--- src/rtl/morse_stream_decoder_pkg.sv ---
// Shared constants for the Morse stream decoder: symbol codes, element
// encodings, FSM states and the ASCII space byte.
package morse_pkg;

  localparam logic [1:0] SYM_DOT  = 2'b00;
  localparam logic [1:0] SYM_DASH = 2'b01;
  localparam logic [1:0] SYM_LGAP = 2'b10;
  localparam logic [1:0] SYM_WGAP = 2'b11;

  localparam logic [1:0] EL_DOT  = 2'b01;
  localparam logic [1:0] EL_DASH = 2'b10;

  typedef enum logic [1:0] {
    ST_IDLE    = 2'd0,
    ST_COLLECT = 2'd1,
    ST_SPACE   = 2'd2
  } state_e;

  localparam logic [7:0] ASCII_SPACE = 8'h20;

endpackage

--- src/rtl/morse_stream_decoder_lut.sv ---
// Combinational pattern-to-ASCII lookup for letters and digits.
// Patterns longer than five elements can never match, so they miss.
module morse_lut
  import morse_pkg::*;
#(
  parameter int MAX_SYMS = 5
) (
  input  logic [2*MAX_SYMS-1:0] acc,
  output logic [7:0]            ascii,
  output logic                  hit
);

  localparam int AW = 2 * MAX_SYMS;
  localparam int KW = (AW < 10) ? AW : 10;

  logic [9:0] key;
  logic       high_clear;
  logic       found;

  assign key = 10'(acc[KW-1:0]);

  generate
    if (AW > 10) begin : g_wide
      assign high_clear = ~|acc[AW-1:10];
    end else begin : g_narrow
      assign high_clear = 1'b1;
    end
  endgenerate

  always_comb begin
    ascii = 8'h00;
    found = 1'b1;
    case (key)
      10'b00_00_00_01_10: ascii = 8'h41;
      10'b00_10_01_01_01: ascii = 8'h42;
      10'b00_10_01_10_01: ascii = 8'h43;
      10'b00_00_10_01_01: ascii = 8'h44;
      10'b00_00_00_00_01: ascii = 8'h45;
      10'b00_01_01_10_01: ascii = 8'h46;
      10'b00_00_10_10_01: ascii = 8'h47;
      10'b00_01_01_01_01: ascii = 8'h48;
      10'b00_00_00_01_01: ascii = 8'h49;
      10'b00_01_10_10_10: ascii = 8'h4A;
      10'b00_00_10_01_10: ascii = 8'h4B;
      10'b00_01_10_01_01: ascii = 8'h4C;
      10'b00_00_00_10_10: ascii = 8'h4D;
      10'b00_00_00_10_01: ascii = 8'h4E;
      10'b00_00_10_10_10: ascii = 8'h4F;
      10'b00_01_10_10_01: ascii = 8'h50;
      10'b00_10_10_01_10: ascii = 8'h51;
      10'b00_00_01_10_01: ascii = 8'h52;
      10'b00_00_01_01_01: ascii = 8'h53;
      10'b00_00_00_00_10: ascii = 8'h54;
      10'b00_00_01_01_10: ascii = 8'h55;
      10'b00_01_01_01_10: ascii = 8'h56;
      10'b00_00_01_10_10: ascii = 8'h57;
      10'b00_10_01_01_10: ascii = 8'h58;
      10'b00_10_01_10_10: ascii = 8'h59;
      10'b00_10_10_01_01: ascii = 8'h5A;
      10'b10_10_10_10_10: ascii = 8'h30;
      10'b01_10_10_10_10: ascii = 8'h31;
      10'b01_01_10_10_10: ascii = 8'h32;
      10'b01_01_01_10_10: ascii = 8'h33;
      10'b01_01_01_01_10: ascii = 8'h34;
      10'b01_01_01_01_01: ascii = 8'h35;
      10'b10_01_01_01_01: ascii = 8'h36;
      10'b10_10_01_01_01: ascii = 8'h37;
      10'b10_10_10_01_01: ascii = 8'h38;
      10'b10_10_10_10_01: ascii = 8'h39;
      default:            found = 1'b0;
    endcase
    hit = found && high_clear;
  end

endmodule

--- src/rtl/morse_stream_decoder.sv ---
// Streaming Morse decoder: accumulates dot/dash elements per character,
// decodes on gaps and queues ASCII bytes behind a valid/ready FIFO.
//
// state   | meaning
// IDLE    | no elements collected for the current character
// COLLECT | at least one element collected
// SPACE   | character just pushed by a word gap; push a space this cycle
module morse_stream_decoder
  import morse_pkg::*;
#(
  parameter int         MAX_SYMS   = 5,
  parameter int         FIFO_DEPTH = 4,
  parameter logic [7:0] ERR_CHAR   = 8'h3F
) (
  input  logic                               clk,
  input  logic                               rst,
  input  logic                               sym_valid,
  input  logic [1:0]                         sym_code,
  output logic                               sym_ready,
  output logic                               char_valid,
  output logic [7:0]                         char_data,
  input  logic                               char_ready,
  output logic [$clog2(FIFO_DEPTH+1)-1:0]    level,
  output logic [7:0]                         err_cnt
);

  localparam int AW    = 2 * MAX_SYMS;
  localparam int CNT_W = $clog2(MAX_SYMS + 1);
  localparam int PTR_W = $clog2(FIFO_DEPTH);
  localparam int LVL_W = $clog2(FIFO_DEPTH + 1);

  localparam logic [CNT_W-1:0] CNT_MAX  = CNT_W'(MAX_SYMS);
  localparam logic [LVL_W-1:0] LVL_FULL = LVL_W'(FIFO_DEPTH);
  localparam logic [LVL_W-1:0] LVL_ROOM = LVL_W'(FIFO_DEPTH - 2);
  localparam logic [PTR_W-1:0] PTR_LAST = PTR_W'(FIFO_DEPTH - 1);

  state_e             state_q, state_d;
  logic [AW-1:0]      acc_q, acc_d;
  logic [CNT_W-1:0]   cnt_q, cnt_d;
  logic               ovf_q, ovf_d;
  logic               last_space_q, last_space_d;
  logic [7:0]         mem_q [FIFO_DEPTH];
  logic [7:0]         mem_d [FIFO_DEPTH];
  logic [PTR_W-1:0]   wr_ptr_q, wr_ptr_d;
  logic [PTR_W-1:0]   rd_ptr_q, rd_ptr_d;
  logic [LVL_W-1:0]   level_q, level_d;
  logic [7:0]         err_cnt_q, err_cnt_d;

  logic [7:0] lut_ascii;
  logic       lut_hit;
  logic       char_err;
  logic [7:0] char_byte;
  logic       accept;
  logic       push;
  logic       push_err;
  logic [7:0] push_data;
  logic       do_push;
  logic       pop;

  morse_lut #(.MAX_SYMS(MAX_SYMS)) u_lut (
    .acc   (acc_q),
    .ascii (lut_ascii),
    .hit   (lut_hit)
  );

  function automatic logic [PTR_W-1:0] ptr_inc(input logic [PTR_W-1:0] p);
    return (p == PTR_LAST) ? '0 : p + PTR_W'(1);
  endfunction

  // Gating on free space (not just "not full") leaves room for the
  // character and the trailing space a word gap may produce.
  assign sym_ready  = rst && (state_q != ST_SPACE) && (level_q <= LVL_ROOM);
  assign char_valid = (level_q != '0);
  assign char_data  = char_valid ? mem_q[rd_ptr_q] : 8'h00;
  assign level      = level_q;
  assign err_cnt    = err_cnt_q;
  assign accept     = sym_valid && sym_ready;
  assign pop        = char_valid && char_ready;

  always_comb begin
    state_d   = state_q;
    acc_d     = acc_q;
    cnt_d     = cnt_q;
    ovf_d     = ovf_q;
    push      = 1'b0;
    push_err  = 1'b0;
    push_data = 8'h00;
    char_err  = ovf_q || !lut_hit;
    char_byte = char_err ? ERR_CHAR : lut_ascii;

    if (state_q == ST_SPACE) begin
      push      = 1'b1;
      push_data = ASCII_SPACE;
      state_d   = ST_IDLE;
    end else if (accept) begin
      case (sym_code)
        SYM_DOT, SYM_DASH: begin
          state_d = ST_COLLECT;
          if (cnt_q != CNT_MAX) begin
            acc_d = {acc_q[AW-3:0], (sym_code == SYM_DOT) ? EL_DOT : EL_DASH};
            cnt_d = cnt_q + CNT_W'(1);
          end else begin
            ovf_d = 1'b1;
          end
        end
        SYM_LGAP: begin
          if (cnt_q != '0) begin
            push      = 1'b1;
            push_data = char_byte;
            push_err  = char_err;
            acc_d     = '0;
            cnt_d     = '0;
            ovf_d     = 1'b0;
            state_d   = ST_IDLE;
          end
        end
        SYM_WGAP: begin
          if (cnt_q != '0) begin
            push      = 1'b1;
            push_data = char_byte;
            push_err  = char_err;
            acc_d     = '0;
            cnt_d     = '0;
            ovf_d     = 1'b0;
            state_d   = ST_SPACE;
          end else if (!last_space_q) begin
            push      = 1'b1;
            push_data = ASCII_SPACE;
          end
        end
        default: ;
      endcase
    end
  end

  always_comb begin
    do_push      = push && ((level_q != LVL_FULL) || pop);
    mem_d        = mem_q;
    wr_ptr_d     = wr_ptr_q;
    rd_ptr_d     = rd_ptr_q;
    level_d      = level_q;
    last_space_d = last_space_q;
    err_cnt_d    = err_cnt_q;

    if (do_push) begin
      mem_d[wr_ptr_q] = push_data;
      wr_ptr_d        = ptr_inc(wr_ptr_q);
      last_space_d    = (push_data == ASCII_SPACE);
      if (push_err && (err_cnt_q != 8'hFF)) err_cnt_d = err_cnt_q + 8'd1;
    end
    if (pop) rd_ptr_d = ptr_inc(rd_ptr_q);

    case ({do_push, pop})
      2'b10:   level_d = level_q + LVL_W'(1);
      2'b01:   level_d = level_q - LVL_W'(1);
      default: level_d = level_q;
    endcase
  end

  // last_space resets high so a leading word gap never emits a space.
  always_ff @(posedge clk) begin
    if (!rst) begin
      state_q      <= ST_IDLE;
      acc_q        <= '0;
      cnt_q        <= '0;
      ovf_q        <= 1'b0;
      last_space_q <= 1'b1;
      wr_ptr_q     <= '0;
      rd_ptr_q     <= '0;
      level_q      <= '0;
      err_cnt_q    <= 8'h00;
      for (int i = 0; i < FIFO_DEPTH; i++) mem_q[i] <= 8'h00;
    end else begin
      state_q      <= state_d;
      acc_q        <= acc_d;
      cnt_q        <= cnt_d;
      ovf_q        <= ovf_d;
      last_space_q <= last_space_d;
      wr_ptr_q     <= wr_ptr_d;
      rd_ptr_q     <= rd_ptr_d;
      level_q      <= level_d;
      err_cnt_q    <= err_cnt_d;
      mem_q        <= mem_d;
    end
  end

endmodule

--- config.mk ---
export PLATFORM = sky130hd
export DESIGN_NAME = morse_stream_decoder
export DESIGN_NICKNAME = d
export VERILOG_FILES = /design/src/rtl/morse_stream_decoder_pkg.sv /design/src/rtl/morse_stream_decoder_lut.sv /design/src/rtl/morse_stream_decoder.sv
export SDC_FILE = /design/constraint.sdc
export NUM_CORES = 1
export LEC_CHECK = 0
export BUFFER_PORTS_ARGS = -buffer_cell sky130_fd_sc_hd__clkbuf_2
export CAP_MARGIN = 20
export CELL_PAD_IN_SITES_DETAIL_PLACEMENT = 1
export CELL_PAD_IN_SITES_GLOBAL_PLACEMENT = 1
export CORE_ASPECT_RATIO = 1.4
export CORE_MARGIN = 2
export CORE_UTILIZATION = 45
export CTS_CLUSTER_DIAMETER = 60
export CTS_CLUSTER_SIZE = 10
export DETAILED_ROUTE_END_ITERATION = 16
export PLACE_DENSITY = 0.84
export SYNTH_ARGS = -nofsm -noshare
export SYNTH_HDL_FRONTEND = slang
export SYNTH_SLANG_ARGS = --single-unit
--- constraint.sdc ---
create_clock -name clk -period 5.8 [get_ports clk]
set_input_delay 0.29 -clock clk [delete_from_list [all_inputs] [get_ports clk]]
set_output_delay 0.29 -clock clk [all_outputs]
set_load 0.005 [all_outputs]
Yosys cells after proc, flatten, opt, wreduce, memory -nomap -nowiden. Index checks and enable logic that the tools add are counted.

Register bits: 64. Bits of input ports: 6. Output and inout port bits: 21. Logic and storage cells: 145.

Add/sub/neg operators: 6. Magnitude comparators: 4. Eq/ne operators: 54. Muxes and demuxes: 42. Bitwise gates (word level): 4. Reduce and logical (&&, ||, !) cells: 22.

Operators by type and width (number): 7-bit one-hot mux with 36 select lines (1); 8-bit 2-to-1 mux (9); 10-bit by 7-bit == test with 1-bit output (second input constant) (6); 10-bit by 8-bit == test with 1-bit output (second input constant) (6); 10-bit == test (second input constant) (5); 10-bit by 9-bit == test with 1-bit output (second input constant) (5); 10-bit by 5-bit == test with 1-bit output (second input constant) (4); 10-bit by 6-bit == test with 1-bit output (second input constant) (4); 36-bit OR reduction (1); 32-bit bitwise mux (1); 10-bit by 3-bit == test with 1-bit output (second input constant) (2); 10-bit by 4-bit == test with 1-bit output (second input constant) (2); 10-bit 2-to-1 mux (2); 10-bit one-hot mux with 2 select lines (1); 8-bit binary-select mux with 2-bit select (1); 8-bit demux with 2-bit select (1); 8-bit one-hot mux with 2 select lines (1); 2-bit == test (second input constant) (6); 1-bit 2-to-1 mux (12); 3-bit one-hot mux with 2 select lines (2); 10-bit by 1-bit == test with 1-bit output (second input constant) (1); 10-bit by 2-bit == test with 1-bit output (second input constant) (1); 2-bit 2-to-1 mux (5); 2-bit inequality test (second input constant) (5); 28 further kinds (48).

Longest topological paths before layout.
Depth after elaboration: 11. Gate-level depth with buffers: 14. Depth with buffers taken out: 13.

Hierarchy. Synthesis repeated with hierarchy kept, for this count alone.

Cell total of the unflattened synthesis: 458. Area, all modules: 3960.0 µm².

By module, submodules not included: morse_stream_decoder (instances 1, cells an instance 331, area each 3175.5 µm², seq. area each 1281.2 µm²); morse_lut (instances 1, cells an instance 127, area each 784.5 µm², seq. area each 0.0 µm²).

Worst setup path after synthesis. No wires, ideal clock.

Path kind: register to register. Start point: reg level_q[0] (netlist: level[0]). End point: reg level_q[2] (netlist: level[2]). Library setup time: 71 ps. Data arrival time: 2595 ps. Required time: 5729 ps. Path slack: 3133 ps. Cell stages (with the launch flop): 11. Path buffers: 1. Clock period less this slack: 2667 ps. Path through: dfxtp_1 or4b_2 and2_1 clkbuf_1 inv_1 ha_1 inv_1 fa_1 xor2_1 or3_1 a21oi_1.

Cells in the longest elaborated chain, start to end: 8. Elaborated cells between the ends (all ways): 16. Classes of those cells: 2 x add/sub; 1 x order compare; 3 x eq/ne; 3 x mux; 7 x reduce/logical.

RTL lines: from (decl) (line morse_stream_decoder.sv:46) `logic [LVL_W-1:0] level_q, level_d;`; from (signal assigned) (line morse_stream_decoder.sv:181) `level_q <= level_d;`; 3-bit by 2-bit less-or-equal comparator with 1-bit output (line morse_stream_decoder.sv:72) `assign sym_ready = rst && (state_q != ST_SPACE) && (level_q <= LVL_ROOM);`; 1-bit logical AND (line morse_stream_decoder.sv:72); 1-bit logical AND (line morse_stream_decoder.sv:77) `assign accept = sym_valid && sym_ready;`; 1-bit 2-to-1 mux (line morse_stream_decoder.sv:95) `end else if (accept) begin`; 1-bit 2-to-1 mux (line morse_stream_decoder.sv:91) `if (state_q == ST_SPACE) begin`; 1-bit logical AND (line morse_stream_decoder.sv:137) `do_push = push && ((level_q != LVL_FULL) || pop);`; 2-bit by 1-bit == test with 1-bit output / 2-bit == test (equally long branches) (line morse_stream_decoder.sv:153) `case ({do_push, pop})`; 3-bit one-hot mux with 2 select lines / 2-bit nonzero test (equally long branches).

Parallel ways exist; a longest one is shown, timed or not. A chain may end at the register's enable or synchronous reset.

Worst setup path in the final report.
Start point: reg acc_q[7]. End point: reg mem_q[5] in the netlist's numbering.

Cells in the longest elaborated chain, start to end: 11. Elaborated cells between the ends (all ways): 48. Classes of those cells: 36 x eq/ne; 9 x mux; 3 x reduce/logical.

RTL lines: from (decl) (line morse_stream_decoder.sv:38) `logic [AW-1:0] acc_q, acc_d;`; from (signal assigned) (line morse_stream_decoder.sv:164) `acc_q <= '0;`; from (signal assigned) (line morse_stream_decoder.sv:175) `acc_q <= acc_d;`; 10-bit by 3-bit == test with 1-bit output (tied with other cells) (line morse_stream_decoder_lut.sv:33) `case (key)`; 36-bit OR reduction (no line); 1-bit 2-to-1 mux (line morse_stream_decoder_lut.sv:33); 1-bit zero test (line morse_stream_decoder.sv:88) `char_err = ovf_q || !lut_hit;`; 1-bit logical OR (line morse_stream_decoder.sv:88); 8-bit 2-to-1 mux (*) (line morse_stream_decoder.sv:89) `char_byte = char_err ? ERR_CHAR : lut_ascii;`; 8-bit 2-to-1 mux (on tied branches) (line morse_stream_decoder.sv:118, morse_stream_decoder.sv:107); 8-bit one-hot mux with 2 select lines (*) (line morse_stream_decoder.sv:96) `case (sym_code)`; 8-bit 2-to-1 mux (*) (line morse_stream_decoder.sv:95); 8-bit 2-to-1 mux (*) (line morse_stream_decoder.sv:91); 32-bit bitwise mux (*) (line morse_stream_decoder.sv:146) `mem_d[wr_ptr_q] = push_data;`; to (signal assigned) (line morse_stream_decoder.sv:183) `mem_q <= mem_d;`; to (decl) (line morse_stream_decoder.sv:42) `logic [7:0] mem_q [FIFO_DEPTH];`.

Every way passes the cells marked *; elsewhere a longest branch is shown, timed or not.

==> reports/summary.txt <==
All-Layer GR Usage -> 23.5%
type of origin of the critical path -> register
Core Box Area -> 7850 um2
commonest non-fill, non-tap cells in the layout -> 60 x dfxtp_1, 42 x nand3_1, 41 x nor2_1, 40 x o21ai_0, 36 x nand2_1
Clk Latency, worst-skew pair -> 0.34 ns
sequential element share of the synthesized area -> 32.8%
fin crit share -> 53.2%
Syn Area/Cell -> 8.19 um2
P per Cell Area -> 217 nW/um2
Setup Skew -> 0.00951 ns
cells after synthesis -> 447
Chip Width -> 80.2 um
Routability Congestion -> 0.905
Top Ports -> 27
Buf/Inv on CP -> 0
cells on worst reg2reg path -> 7
Period minus WS final -> 3.09 ns
RSZ-0062 raised after global routing -> no
Synth Register Bits -> 60
Cell Area, Synth -> 3660 um2
number of antenna violations at the first check in global routing -> 0
setup TNS -> 0 ns
Cell Rows -> 38
Detail Placement HPWL -> 7180 um
final hold violation count -> 0
Die Span Y -> 111 um
die area -> 8880 um2
Slowest-stage cell, CP -> dfxtp_1
clock root buffer master -> clkbuf_8
commonest non-fill, non-tap cell in the layout -> dfxtp_1
worst slew margin relative to its limit -> 42.4%
DR iter-0 viols -> 160
Critical Path Fanout Max -> 21
Critical Path End Type -> register
share of layout cells above drive strength 1 -> 14.2%
endpoints failing setup -> 0
slowest stage delay, CP -> 0.81 ns
first-pass GRT wire length -> 16,600 um
routed len/inst -> 17.9 um
CP arrival -> 3.28 ns
run status -> finished clean
syn_nets -> 464
fmax -> 324 MHz
post-synth top area cell -> dfxtp_1
Setup Buffers After CTS -> 0
Crit path required time -> 6.00 ns
DRT Wirelength -> 10,000 um
Synth Warn # -> 0
Synth area leaders -> dfxtp_1 33%, nand3_1 5.7%, o21ai_0 5.5%
Tot Pwr -> 0.000864 W
cts bufs inserted -> 9
DRC -> 0
vias in the first global route -> 3,380
CTS tree -> yes
Vias/cell -> 5.97
Post-Layout Inst Area -> 3970 um2
Reg clk slew, reported paths -> 0.07 ns
Layout fillers -> 969
Routed Antenna Nets -> 0
hold path depth -> 3
gr ovfl total -> 0
Area after DPL -> 3770 um2
largest net degree at the start of global routing -> 41
crit path cell chain -> nor4bb_1 -> nand3_1 -> o41a_1 -> o2111a_2 -> a2111oi_2 -> o21a_1 -> nor2_1
Yosys top cell area share -> 32.8%
Initial Util -> 46.7%
Netlist cell types -> 70
final net count -> 471
ys async rst share -> 0%
Diodes inserted -> 0
total iterations of the first detailed-routing run -> 4
Main synth FF type -> dfxtp_1
Max clock buf depth -> 2
H-Tree Depth -> 3
leakage -> 1.41 nW
Layout area overhead -> 8.54%
Peak VDD IR -> 0.000144 V
Worst Tran Pin Value -> 0.859 ns
WS Path Type -> register to register
clk sink count -> 60
CTS Hold Bufs -> 0
port buffer count -> 25
via count -> 3,336
Post-synth EDFFs -> 0
Crit path max-delay family -> compound AO/OA/AOI/OAI gates
critical path depth in cells -> 7
max cap viols -> 0
Slew Viols, Final -> 0
Post-CTS Resized -> 0
Hold WC Path Type -> primary input to register
==> worst register-to-register path, delay by kind of cell, from the launching register on <==
family | cells | cell delay [ns]
AO/OA/AOI/OAI | 4 | 1.32
flip-flops | 1 | 0.81
AND/OR/NAND/NOR | 3 | 0.82
==> registers in the layout, indices dropped and copies added, names as in the netlist <==
signal        count
acc_q            10
cnt_q             3
err_cnt           8
last_space_q      1
level             3
mem_q            28
ovf_q             1
rd_ptr_q          2
state_q           2
wr_ptr_q          2
==> final timing paths <==
path                                   from  slack, ns         end
worst max-delay path               acc_q[7]       2.71    mem_q[5]
worst min-delay path            sym_code[0]       0.32  state_q[1]
worst max register to register     acc_q[7]       2.71    mem_q[5]
worst min register to register    mem_q[24]       0.47   mem_q[24]
==> per-stage QoR <==
step / hold WS (ns) / instances / setup slack (ns) / utilization (%)
finish: 0.323 / 559 / 2.71 / 50.7
global route: 0.344 / 559 / 2.45 / 50.7
CTS: 0.298 / 559 / 2.75 / 50.7
detailed placement: 0.454 / 543 / 2.47 / 48.1
global placement: 0.446 / 543 / 2.68 / 48.1
floorplan: 0.434 / 447 / 3.13 / -
==> cell usage after synthesis, drive strengths merged (3+ instances only) <==
master / n
dfxtp: 60
o21ai: 47
nand3: 42
nor2: 41
nand2: 37
a21oi: 32
clkbuf: 19
inv: 15
buf: 13
ha: 10
nand2b: 10
nor3b: 10
and2: 8
nor2b: 8
mux4: 7
nor3: 7
mux2i: 6
o21a: 5
or3: 5
xor2: 5
nand4: 4
o211ai: 4
a31oi: 3
a32oi: 3
and3: 3
==> where the power goes <==
group          switching, W  internal [W]   total, W
combinational     0.0000370     0.0000188  0.0000558
clock              0.000167      0.000219   0.000386
sequential       0.00000665      0.000416   0.000422
==> layout make-up <==
cell class,instances,area (um2),share of cell area [%]
well taps,100,125,3.15
inverters,16,60.1,1.51
flip-flops and latches,60,1200,30.2
repair buffers,28,148,3.72
clock buffers,11,151,3.81
multi-input cells,339,2240,56.3
clock inverters,5,50.0,1.26
==> kinds of logic (layout without fill, tap and decap cells) <==
logic type      Yosys count  after routing  share of synthesized area [%]
simple gates            189            189                           27.5
compound gates          118            118                           21.9
flops                    60             60                           32.8
buf+inv                  48             60                           6.05
mux                      13             13                           5.95
fa+ha+maj                11             11                           3.96
xor+xnor                  7              7                           1.67
other cells               1              1                          0.102
==> metal layers <==
metal / vias up / part of all wire [%] / wire [um] / global-route usage, %
met1: 1639 / 41 / 4070 / 26.2
li1: 1619 / - / - / -
met4: 0 / 2.2 / 225 / 8.93
met2: 58 / 55 / 5460 / 42.7
met5: - / 0 / 0 / 0
met3: 20 / 2.5 / 251 / 4.48
Note: power is estimated with default switching activity, not from simulation.
